<file path="src/rtl/shift_mult_n_pkg.sv">
// ---------------------------------------------------------------------------
// shift_mult_pkg
// Shared definitions for the shift-and-add multiplier family:
//   state_t        - controller states (IDLE, CALC, FIN)
//   MODE_UNSIGNED  - signed_mode encoding for unsigned operands
//   MODE_SIGNED    - signed_mode encoding for two's-complement operands
//   MAG_W          - width of the generic magnitude helper (largest legal WIDTH)
//   mag_f()        - two's-complement magnitude of a sign-extended MAG_W value
// ---------------------------------------------------------------------------
package shift_mult_pkg;

  typedef enum logic [1:0] {
    IDLE = 2'd0,
    CALC = 2'd1,
    FIN  = 2'd2
  } state_t;

  localparam logic MODE_UNSIGNED = 1'b0;
  localparam logic MODE_SIGNED   = 1'b1;

  localparam int MAG_W = 32;

  // Callers sign-extend (signed mode) or zero-extend (unsigned mode) their
  // operand to MAG_W bits first, so one function serves every WIDTH. The most
  // negative WIDTH-bit value becomes +2^(WIDTH-1), which still fits after the
  // caller truncates back to WIDTH bits as an unsigned magnitude.
  function automatic logic [MAG_W-1:0] mag_f(input logic [MAG_W-1:0] v);
    logic [MAG_W-1:0] r;
    if (v[MAG_W-1]) begin
      r = ~v + 32'd1;
    end else begin
      r = v;
    end
    return r;
  endfunction

endpackage

</file>
<file path="src/rtl/shift_mult_n.sv">
// ---------------------------------------------------------------------------
// shift_mult_n
// Sequential shift-and-add multiplier, WIDTH x WIDTH -> 2*WIDTH, one
// multiplier bit per clock. Signed operation multiplies magnitudes and
// applies the sign at the end.
//
// Ports:
//   clk          in   rising-edge clock
//   sig          in   synchronous active-high reset
//   start        in   operation request, sampled only while idle
//   signed_mode  in   1 = two's complement operands/result, 0 = unsigned
//   ina          in   WIDTH-bit multiplicand
//   inb          in   WIDTH-bit multiplier
//   busy         out  high while an operation is in progress
//   done         out  one-cycle pulse when out is updated
//   out          out  2*WIDTH-bit product, held until the next done
//
// Timing: start sampled at edge k -> WIDTH iterations on edges k+1..k+WIDTH
// -> result and done on edge k+WIDTH+1.
// ---------------------------------------------------------------------------
module shift_mult_n
  import shift_mult_pkg::*;
#(
  parameter  int WIDTH = 8,
  localparam int CNT_W = $clog2(WIDTH + 1)
) (
  input  logic               clk,
  input  logic               sig,
  input  logic               start,
  input  logic               signed_mode,
  input  logic [WIDTH-1:0]   ina,
  input  logic [WIDTH-1:0]   inb,
  output logic               busy,
  output logic               done,
  output logic [2*WIDTH-1:0] out
);

  state_t               r_state;
  logic                 r_mode;
  logic                 r_sign_x;   // operand sign bits differ
  logic [2*WIDTH-1:0]   r_mcand;    // multiplicand, pre-shifted by cnt
  logic [WIDTH-1:0]     r_mplier;   // multiplier, consumed LSB first
  logic [2*WIDTH-1:0]   r_acc;
  logic [CNT_W-1:0]     r_cnt;

  logic [MAG_W-1:0]     w_a_ext;
  logic [MAG_W-1:0]     w_b_ext;
  logic [WIDTH-1:0]     w_a_mag;
  logic [WIDTH-1:0]     w_b_mag;
  logic                 w_neg;

  // Extend operands to the helper width according to the requested mode.
  always_comb begin
    w_a_ext = MAG_W'(ina);
    w_b_ext = MAG_W'(inb);
    if (signed_mode == MODE_SIGNED) begin
      w_a_ext = MAG_W'($signed(ina));
      w_b_ext = MAG_W'($signed(inb));
    end else begin
      w_a_ext = MAG_W'(ina);
      w_b_ext = MAG_W'(inb);
    end
  end

  assign w_a_mag = WIDTH'(mag_f(w_a_ext));
  assign w_b_mag = WIDTH'(mag_f(w_b_ext));

  // A zero product is never negated, so negative zero cannot appear.
  assign w_neg = (r_mode == MODE_SIGNED) && r_sign_x && (r_acc != '0);

  // Controller and datapath: IDLE -> CALC (WIDTH cycles) -> FIN -> IDLE.
  always_ff @(posedge clk) begin
    if (sig) begin
      r_state  <= IDLE;
      r_mode   <= MODE_UNSIGNED;
      r_sign_x <= 1'b0;
      r_mcand  <= '0;
      r_mplier <= '0;
      r_acc    <= '0;
      r_cnt    <= '0;
      busy     <= 1'b0;
      done     <= 1'b0;
      out      <= '0;
    end else begin
      done <= 1'b0;
      case (r_state)
        IDLE: begin
          if (start) begin
            r_mode   <= signed_mode;
            r_sign_x <= ina[WIDTH-1] ^ inb[WIDTH-1];
            r_mcand  <= {{WIDTH{1'b0}}, w_a_mag};
            r_mplier <= w_b_mag;
            r_acc    <= '0;
            r_cnt    <= '0;
            busy     <= 1'b1;
            r_state  <= CALC;
          end else begin
            busy    <= 1'b0;
            r_state <= IDLE;
          end
        end
        CALC: begin
          // Shifting the multiplicand each cycle is equivalent to adding
          // multiplicand << cnt; the 2*WIDTH accumulator cannot overflow.
          if (r_mplier[0]) begin
            r_acc <= r_acc + r_mcand;
          end else begin
            r_acc <= r_acc;
          end
          r_mcand  <= r_mcand << 1;
          r_mplier <= r_mplier >> 1;
          r_cnt    <= r_cnt + CNT_W'(1);
          if (r_cnt == CNT_W'(WIDTH - 1)) begin
            r_state <= FIN;
          end else begin
            r_state <= CALC;
          end
        end
        FIN: begin
          if (w_neg) begin
            out <= (~r_acc) + {{(2*WIDTH-1){1'b0}}, 1'b1};
          end else begin
            out <= r_acc;
          end
          done    <= 1'b1;
          busy    <= 1'b0;
          r_state <= IDLE;
        end
        default: begin
          busy    <= 1'b0;
          r_state <= IDLE;
        end
      endcase
    end
  end

endmodule
</file>
<file path="config.mk">
export PLATFORM = sky130hd
export DESIGN_NAME = shift_mult_n
export DESIGN_NICKNAME = d
export VERILOG_FILES = /design/src/rtl/shift_mult_n_pkg.sv /design/src/rtl/shift_mult_n.sv
export SDC_FILE = /design/constraint.sdc
export NUM_CORES = 1
export LEC_CHECK = 0
export CORE_UTILIZATION = 29
export CTS_BUF_LIST = sky130_fd_sc_hd__clkbuf_8
export DETAILED_ROUTE_END_ITERATION = 10
export HOLD_SLACK_MARGIN = 0.08
export PLACE_DENSITY = 0.5
export SLEW_MARGIN = 20
export SYNTH_ARGS = -nofsm -noshare
export SYNTH_HDL_FRONTEND = slang
export SYNTH_SLANG_ARGS = --single-unit
</file>
<file path="constraint.sdc">
create_clock -name clk -period 3.4 [get_ports clk]
set_clock_uncertainty 0.2 [all_clocks]
set_input_delay 0.51 -clock clk [delete_from_list [all_inputs] [get_ports clk]]
set_output_delay 0.51 -clock clk [all_outputs]
set_load 0.05 [all_outputs]
</file>
## Word-level counts from Yosys, hierarchy flattened

Index checks and enable logic that the tools add are counted.

| storage, ports and cells | value |
|---|---|
| register bits | 66 |
| bits of input ports | 20 |
| output and inout bits | 18 |
| word-level logic and storage cells | 52 |

| operators by class | value |
|---|---|
| add/sub/neg operators | 5 |
| equal/unequal tests | 5 |
| mux-type cells | 20 |
| bitwise logic cells | 4 |
| reduce and logical (&&, ||, !) cells | 8 |

Operator list:

| cell | count |
|---|---|
| two-way mux 16 bit | 4 |
| two-way mux 32 bit | 2 |
| case mux 16 bit (2 select lines) | 2 |
| two-way mux 8 bit | 3 |
| adder 16 x 1 -> 16 bit, second input constant | 1 |
| adder 16 bit | 1 |
| adder 8 x 1 -> 8 bit, second input constant | 2 |
| inverter 16 bit | 1 |
| inverter 8 bit | 2 |
| case mux 8 bit (2 select lines) | 1 |
| nonzero test 16 bit | 1 |
| case mux 4 bit (2 select lines) | 1 |
| adder 4 x 1 -> 4 bit, second input constant | 1 |
| equality test 4 x 3 -> 1 bit, second input constant | 1 |
| two-way mux 4 bit | 1 |
| inequality test 2 bit, second input constant | 2 |
| case mux 2 bit (2 select lines) | 1 |
| AND reduction 2 bit | 2 |
| two-way mux 1 bit | 3 |
| AND reduction 3 bit | 1 |
| equality test 2 x 1 -> 1 bit, second input constant | 1 |
| equality test 2 bit, second input constant | 1 |
| logical AND 1 bit | 2 |
| zero test 2 bit | 1 |
| other kinds (4) | 4 |

## Logic depth before layout (Yosys ltp)

| depth | value |
|---|---|
| word-level depth | 6 |
| depth in mapped cells | 9 |
| depth with buffers taken out | 9 |

## Worst setup path after synthesis

No wires, ideal clock.

| timing | value |
|---|---|
| kind | register to register |
| start point | register r_acc[0] |
| end point | register r_acc[12] |
| library setup time | 0.117 ns |
| data arrival time | 2.070 ns |
| required time | 3.083 ns |
| path slack | 1.013 ns |
| stages on the path, launching flop included | 10 |
| buffers on the path | 0 |
| clock period less this slack | 2.387 ns |
| path through | dfxtp_1 ha_1 inv_1 fa_1 nor2b_1 o211ai_1 a31oi_1 a41oi_1 xnor2_1 a22o_1 |

| between the ends | value |
|---|---|
| longest elaborated chain between the ends | 3 |

RTL lines:

| element | line | source |
|---|---|---|
| start, declared | shift_mult_n.sv:43 | `logic [2*WIDTH-1:0] r_acc;` |
| start signal, assigned | shift_mult_n.sv:106 | `r_acc <= r_acc + r_mcand;` |
| start signal, assigned | shift_mult_n.sv:108 | `r_acc <= r_acc;` |
| adder 16 bit | shift_mult_n.sv:106 |  |
| two-way mux 16 bit | shift_mult_n.sv:105 | `if (r_mplier[0]) begin` |
| case mux 16 bit (2 select lines) | shift_mult_n.sv:86 | `case (r_state)` |

No other way between the ends. The select of a mux whose other input is x is not followed.
A chain may end at the register's enable or synchronous reset.

## Final worst setup path

Ends and elaborated chain as after synthesis.

==> summary.md <==
| Metric | Value |
|---|---|
| Number of library cell types mapped by synthesis | 52 |
| Max Fclk | 367 MHz |
| Kind of critical path | reg2reg |
| Antenna violations before repair | 0 |
| RSZ-0062 raised after global routing | no |
| Worst Hold End | busy |
| Total Power | between 1500 and 2000 uW |
| R2r endpoint | r_acc[12] |
| Worst rel slew slack | around 31% |
| Initial DRC Count | 111 |
| Layout cell share with drive strength beyond 1 | 5.66% |
| R2r setup slk | 0.67 ns |
| Gate Count Post-Synth | between 400 and 500 |
| Post-cts sizing count | 0 |
| Compound-Gate Fraction of Synth Area | a little over a quarter |
| Hold/Removal Path Class | reg2reg |
| Pleak | around 0.0016 uW |
| Area of the multi-input gates | 2150 sq um |
| Avg Inst Size Synth | about 8.6 sq um |
| Min Tclk post-route | 2.73 ns |
| IO buf count | 37 |
| Drt total wl | roughly 8700 um |
| Worst setup EP type | flop |
| Inserted Clock Buffers | 9 |
| Pre-antenna DRT Iters | 4 |
| Post-CTS Hold Buffers | 0 |
| Register Area | about 1300 sq um |
| FFs w/ async S/R, synth | 0% |
| Worst slew pin tran | 1.03 ns |
| Final HPWL DP | ~6600 um |
| Hold_sp | busy |
| CP startpoint kind | flop |
| Setup violations, final | 0 |
| Synth Area in Adders | under 10% |
| Filler Cells Inserted | between 1,000 and 1,500 |
| Critical Path RT | 3.43 ns |
| Die area | 12,800 sq um |
| Layout Utilization | roughly 36% |
| CTS root buffer | clkbuf_8 |
| EDFF count, synth | 0 |
| Total number of vias | 3,085 |
| Max FO, Critical Path | 7 |
| DR WL/cell | 14.4 um |
| Hold path depth | 2 |
| Main synth FF type | dfxtp_1 |
| Max-cap violations | 0 |
| Largest net degree at the start of global routing | 38 |
| Syn nets | 458 |
| All-layer global routing usage | approximately 15% |
| Post-synthesis mux area share | 0.909% |
| Tcrit/Tclk final | 80.2% |
| Count of pins over their slew limit | 0 |
| Via-per-instance ratio | just over 5 |
| # DRC | 0 |
| Postcts setup bufs | 0 |
| Worst flop-to-flop path startpoint | r_acc[0] |
| Post-Syn Area | between 3000 and 4000 sq um |
| Max VDD drop | 149 uV |
| H-tree level count | 3 |
| Xor/xnor share of the synthesized area | under 10% |
| Num ports | 38 |
| Die Wd | approximately 110 um |
| PD cells | between 300 and 400 nW/um^2 |
| RePlAce Congestion | 0.844 |
| Crit path arrival time | around 2.8 ns |
| DIE HEIGHT | approximately 110 um |
| Syn-to-layout area delta | 19.5% |
| Final Hold Viols | 0 |
| Core Box Area | roughly 12,000 sq um |
| Site Rows | 40 |
| Largest family of logic cells by synthesized area | compound AO/OA/AOI/OAI gates |
| CTS tree | yes |
| Flops & latches, synth | 66 |
| Status | complete, no violations |
| Reg clk slew, reported paths | 0.06 ns |
| Seq/Total Area, Yosys | 36.9% |
| Ys Warns | 0 |
| Bufs on Longest Clock Path | 2 |
| Setup_tns | 0 ns |
| First-pass GRT wire length | roughly 15,000 um |
| Worst skew pair latency | between 0.3 and 0.4 ns |
| Clock Sinks | 66 |
| Initial Util | roughly 30% |
| FF-to-FF path depth | 9 |
| Antenna-violating nets left | 0 |
| Vias in the first global route | slightly below 3,000 |
| Post-Synth Simple-Gate Area | 17.6% |
| Overflow left after global routing | 0 |
| Nets@finish | about 500 |
| Commonest non-fill, non-tap cells in the layout | 66 x dfxtp_1, 56 x nor2_1, 37 x clkdlybuf4s50_1, 30 x a21oi_1 |
| ANT cells | 0 |
| Commonest non-fill, non-tap cell in the layout | dfxtp_1 |
Yosys cell counts (2+ instances only):
cell       n  area (sq um)
dfxtp_1   66          1320
nor2_1    57           214
a21oi_1   30           150
nand2_1   25          93.8
xnor2_1   25           219
ha_1      19           238
a211oi_1  15           113
a22o_1    15           131
clkbuf_1  15          56.3
inv_1     14          52.6
nor3_1    14          70.1
o21ai_1   14          70.1
a22oi_1   13          97.6
o21ai_0    9          45.0
xor2_1     8          70.1
or3_1      7          43.8
a31oi_1    6          37.5
nor2b_1    6          37.5
nand2b_1   5          31.3
nand3_1    5          25.0
a21o_1     4          30.0
a222oi_1   3          30.0
a311oi_1   3          26.3
a41oi_1    3          26.3
o31ai_1    3          22.5
a21boi_1   2          15.0
and2_1     2          12.5
and3_1     2          12.5
o211ai_1   2          15.0
o21bai_1   2          15.0
o22ai_1    2          12.5
or4_4      2          22.5
how the worst max path moves through the flow:
stage | start | endpoint | slack [ns]
detailed placement | r_acc[0] | r_acc[12] | 0.69
floorplan | r_acc[0] | r_acc[12] | 1.01
CTS | r_acc[0] | r_acc[12] | 0.65
global route | r_acc[0] | r_acc[12] | 0.37
finish | r_acc[0] | r_acc[12] | 0.67
global placement | r_acc[0] | r_acc[12] | 0.76
cells by family after synthesis:
group,after synthesis
simple gates,131
compound gates,135
flops,66
mux,3
fa+ha+maj,20
xor+xnor,33
buf+inv,30
state kept, by name, indices dropped and copies added (netlist names):
name / cells
done: 1
busy: 1
r_mcand: 16
r_acc: 16
r_sign_x: 1
r_cnt: 4
r_mode: 1
out: 16
r_mplier: 8
r_state: 2
per-stage QoR:
stage,setup WS [ns],hold slack [ns],cells,instance area (sq um)
after floorplan,1.01,0.247,418,3580
after global placement,0.757,0.255,590,4110
after detailed placement,0.694,0.241,590,4110
after CTS,0.655,0.252,606,4270
after global routing,0.366,0.274,606,4280
final,0.672,0.246,606,4280
report_power, final:
group          leakage, uW  switching (uW)  internal (uW)
Combinational     0.000942             107           78.0
Clock            0.0000996             281            272
Sequential        0.000535            25.7            796
routing by layer:
| metal | part of all wire, % | routed length [um] | global-route usage, % | vias to the layer above |
|---|---|---|---|---|
| li1 | - | - | - | 1625 |
| met1 | 50 | 4350 | 19.4 | 1382 |
| met2 | 44 | 3800 | 23.3 | 64 |
| met3 | 4.4 | 381 | 3.86 | 14 |
| met4 | 2.1 | 187 | 5.26 | 0 |
| met5 | 0 | 0 | 0 | - |
area by class of cell:
class,instances,share of cell area [%]
multi-input cells,322,50.4
flip-flops and latches,66,30.9
repair buffers,41,9.36
well taps,147,4.30
clock buffers,10,3.22
inverters,14,1.23
clock inverters,6,0.614
worst max-delay path: stages, from the launching register on:
cell	delay [ns]
dfxtp_1	0.43
ha_1	0.23
inv_1	0.06
fa_1	0.37
nor2b_1	0.19
o211ai_1	0.14
a31oi_1	0.42
a41oi_1	0.21
xnor2_1	0.16
a22o_1	0.19
No activity file was read; power rests on OpenSTA's default activity.
==> variant, RTL diff (same flow settings) <==
The parameter `WIDTH` goes from 8 to 4.
--- a/src/rtl/shift_mult_n.sv
+++ b/src/rtl/shift_mult_n.sv
@@ -22,5 +22,5 @@
   import shift_mult_pkg::*;
 #(
-  parameter  int WIDTH = 8,
+  parameter  int WIDTH = 4,
   localparam int CNT_W = $clog2(WIDTH + 1)
 ) (
Ports: changed (resized ina, inb and out); port bits go from 38 to 22. The function was not compared with the original's and may differ.
==> variant against the unedited design <==
The flow now finishes with violations (design-rule violations). Total power is 38% lower. Setup slack better by 0.52 ns. Critical path type unchanged. Largest cell class unchanged. Non-clock buffer count is 17 lower. Synthesized area is 46% lower. Sequential cell count is 29 lower. Final area is 45% lower. Wire length is 53% lower.
==> variant: results (changes against the unedited design) <==
Setup path
  – Register-to-register setup slack: 1.19 ns (was 0.67 ns)
  – Critical-path cell with the highest stage delay: fa_1 (was dfxtp_1)
  – Arr. time, crit path: 2.20 ns (was 2.76 ns)
  – Worst Reg2Reg Path Length in Cells: 7 (was 9)

Synthesis
  – Synth Area in XOR/XNOR: 5.85% (was 8.08%)
  – Seq/Total Area, Yosys: 38.1% (was 36.9%)
  – Synth top area cells: dfxtp_1, nor2_1, ha_1 (was dfxtp_1, ha_1, xnor2_1)
  – Synth Area in Compound Gates: 21.5% (was 26.2%)
  – Syn nets: 251 (was 458)
  – Mux share of post-synthesis cell area: 1.54% (was 0.909%)
  – Adder-Cell Fraction of Synth Area: 8.75% (was 7.20%)
  – Cells after Synth: 226 (was 418)

Timing
  – Final hold slack: 0.294 ns (was 0.246 ns)
  – Fin crit share: 65.0% (was 80.2%)

Detailed routing
  – Residual DRC count: 6 (was 0)
  – DR WL met2: 1840 µm (was 3800 µm)
  – Vias per cell: 4.95 (was 5.09)
  – Met1 wire length: 2030 µm (was 4350 µm)
  – Final WL: 4110 µm (was 8720 µm)
  – Initial DRC count: 48 (was 111)

Place
  – Dpl cell area: 2210 µm² (was 4110 µm²)
  – Routability cong.: 0.719 (was 0.844)
  – PortBufs: 21 (was 37)

Power and ir drop
  – Internal: 0.000726 W (was 0.00115 W)
  – Maximum vdd drop: 0.000202 V (was 0.000149 V)
  – Seq pwr: 0.000457 W (was 0.000822 W)
  – Sequential Power Share: 47.6% (was 52.7%)
  – Clk pwr: 0.000406 W (was 0.000554 W)

GRT
  – Met3 usage: 3.76% (was 3.86%)
  – GRT Total Usage: 12.9% (was 14.8%)
  – Largest net degree at the start of global routing: 35 (was 38)
  – GRT met1 Usage: 16.3% (was 19.4%)
  – First-pass GRT wire length: 7280 µm (was 14700 µm)
  – Vias in the first global route: 1554 (was 2904)

Finish
  – Share of post-route cells with drive strength above 1: 6.48% (was 5.66%)
  – Fin nets: 271 (was 494)
  – Top flop regs: out x8, r_acc x8, r_mcand x8 (was out x16, r_acc x16, r_mcand x16)

Clocking
  – Htree depth: 2 (was 3)
  – Reg clk slew, reported paths: 0.08 ns (was 0.06 ns)

Hold path
  – Worst Min Path Start: r_mplier[3] (was busy)

Outcome
  – Result of the run: finished with violations (was finished, final reports clean)
  – Violated checks: design-rule violations
variant: cell types whose count changed in the layout (fill, tap and decap cells not counted), sizes merged, moves of 12 or more:
cell / change
nand2: -12
a22o: -12
nor2: -16
xnor2: -17
dfxtp: -29
a21oi: -13
clkdlybuf4s50: -16
o21ai: -19
variant: final cells by class:
class | instances | area, µm²
Timing Repair Buffer | 24 | 233
Clock inverter | 2 | 37.5
Clock buffer | 6 | 82.6
Sequential cell | 37 | 741
Multi-Input combinational cell | 169 | 1110
Tap cell | 77 | 96.3
Inverter | 9 | 33.8
Fill cell | 681 | 4090
variant: final timing paths:
kind,endpoint
setup / recovery,r_acc[6]
hold / removal,r_mplier[3]
setup reg to reg,r_acc[6]
hold reg to reg,r_mplier[3]
variant: kinds of logic after synthesis:
logic type,count (synthesis)
buf+inv,20
fa+ha+maj,13
xor+xnor,13
mux,3
simple gates,80
compound gates,60
flops,37
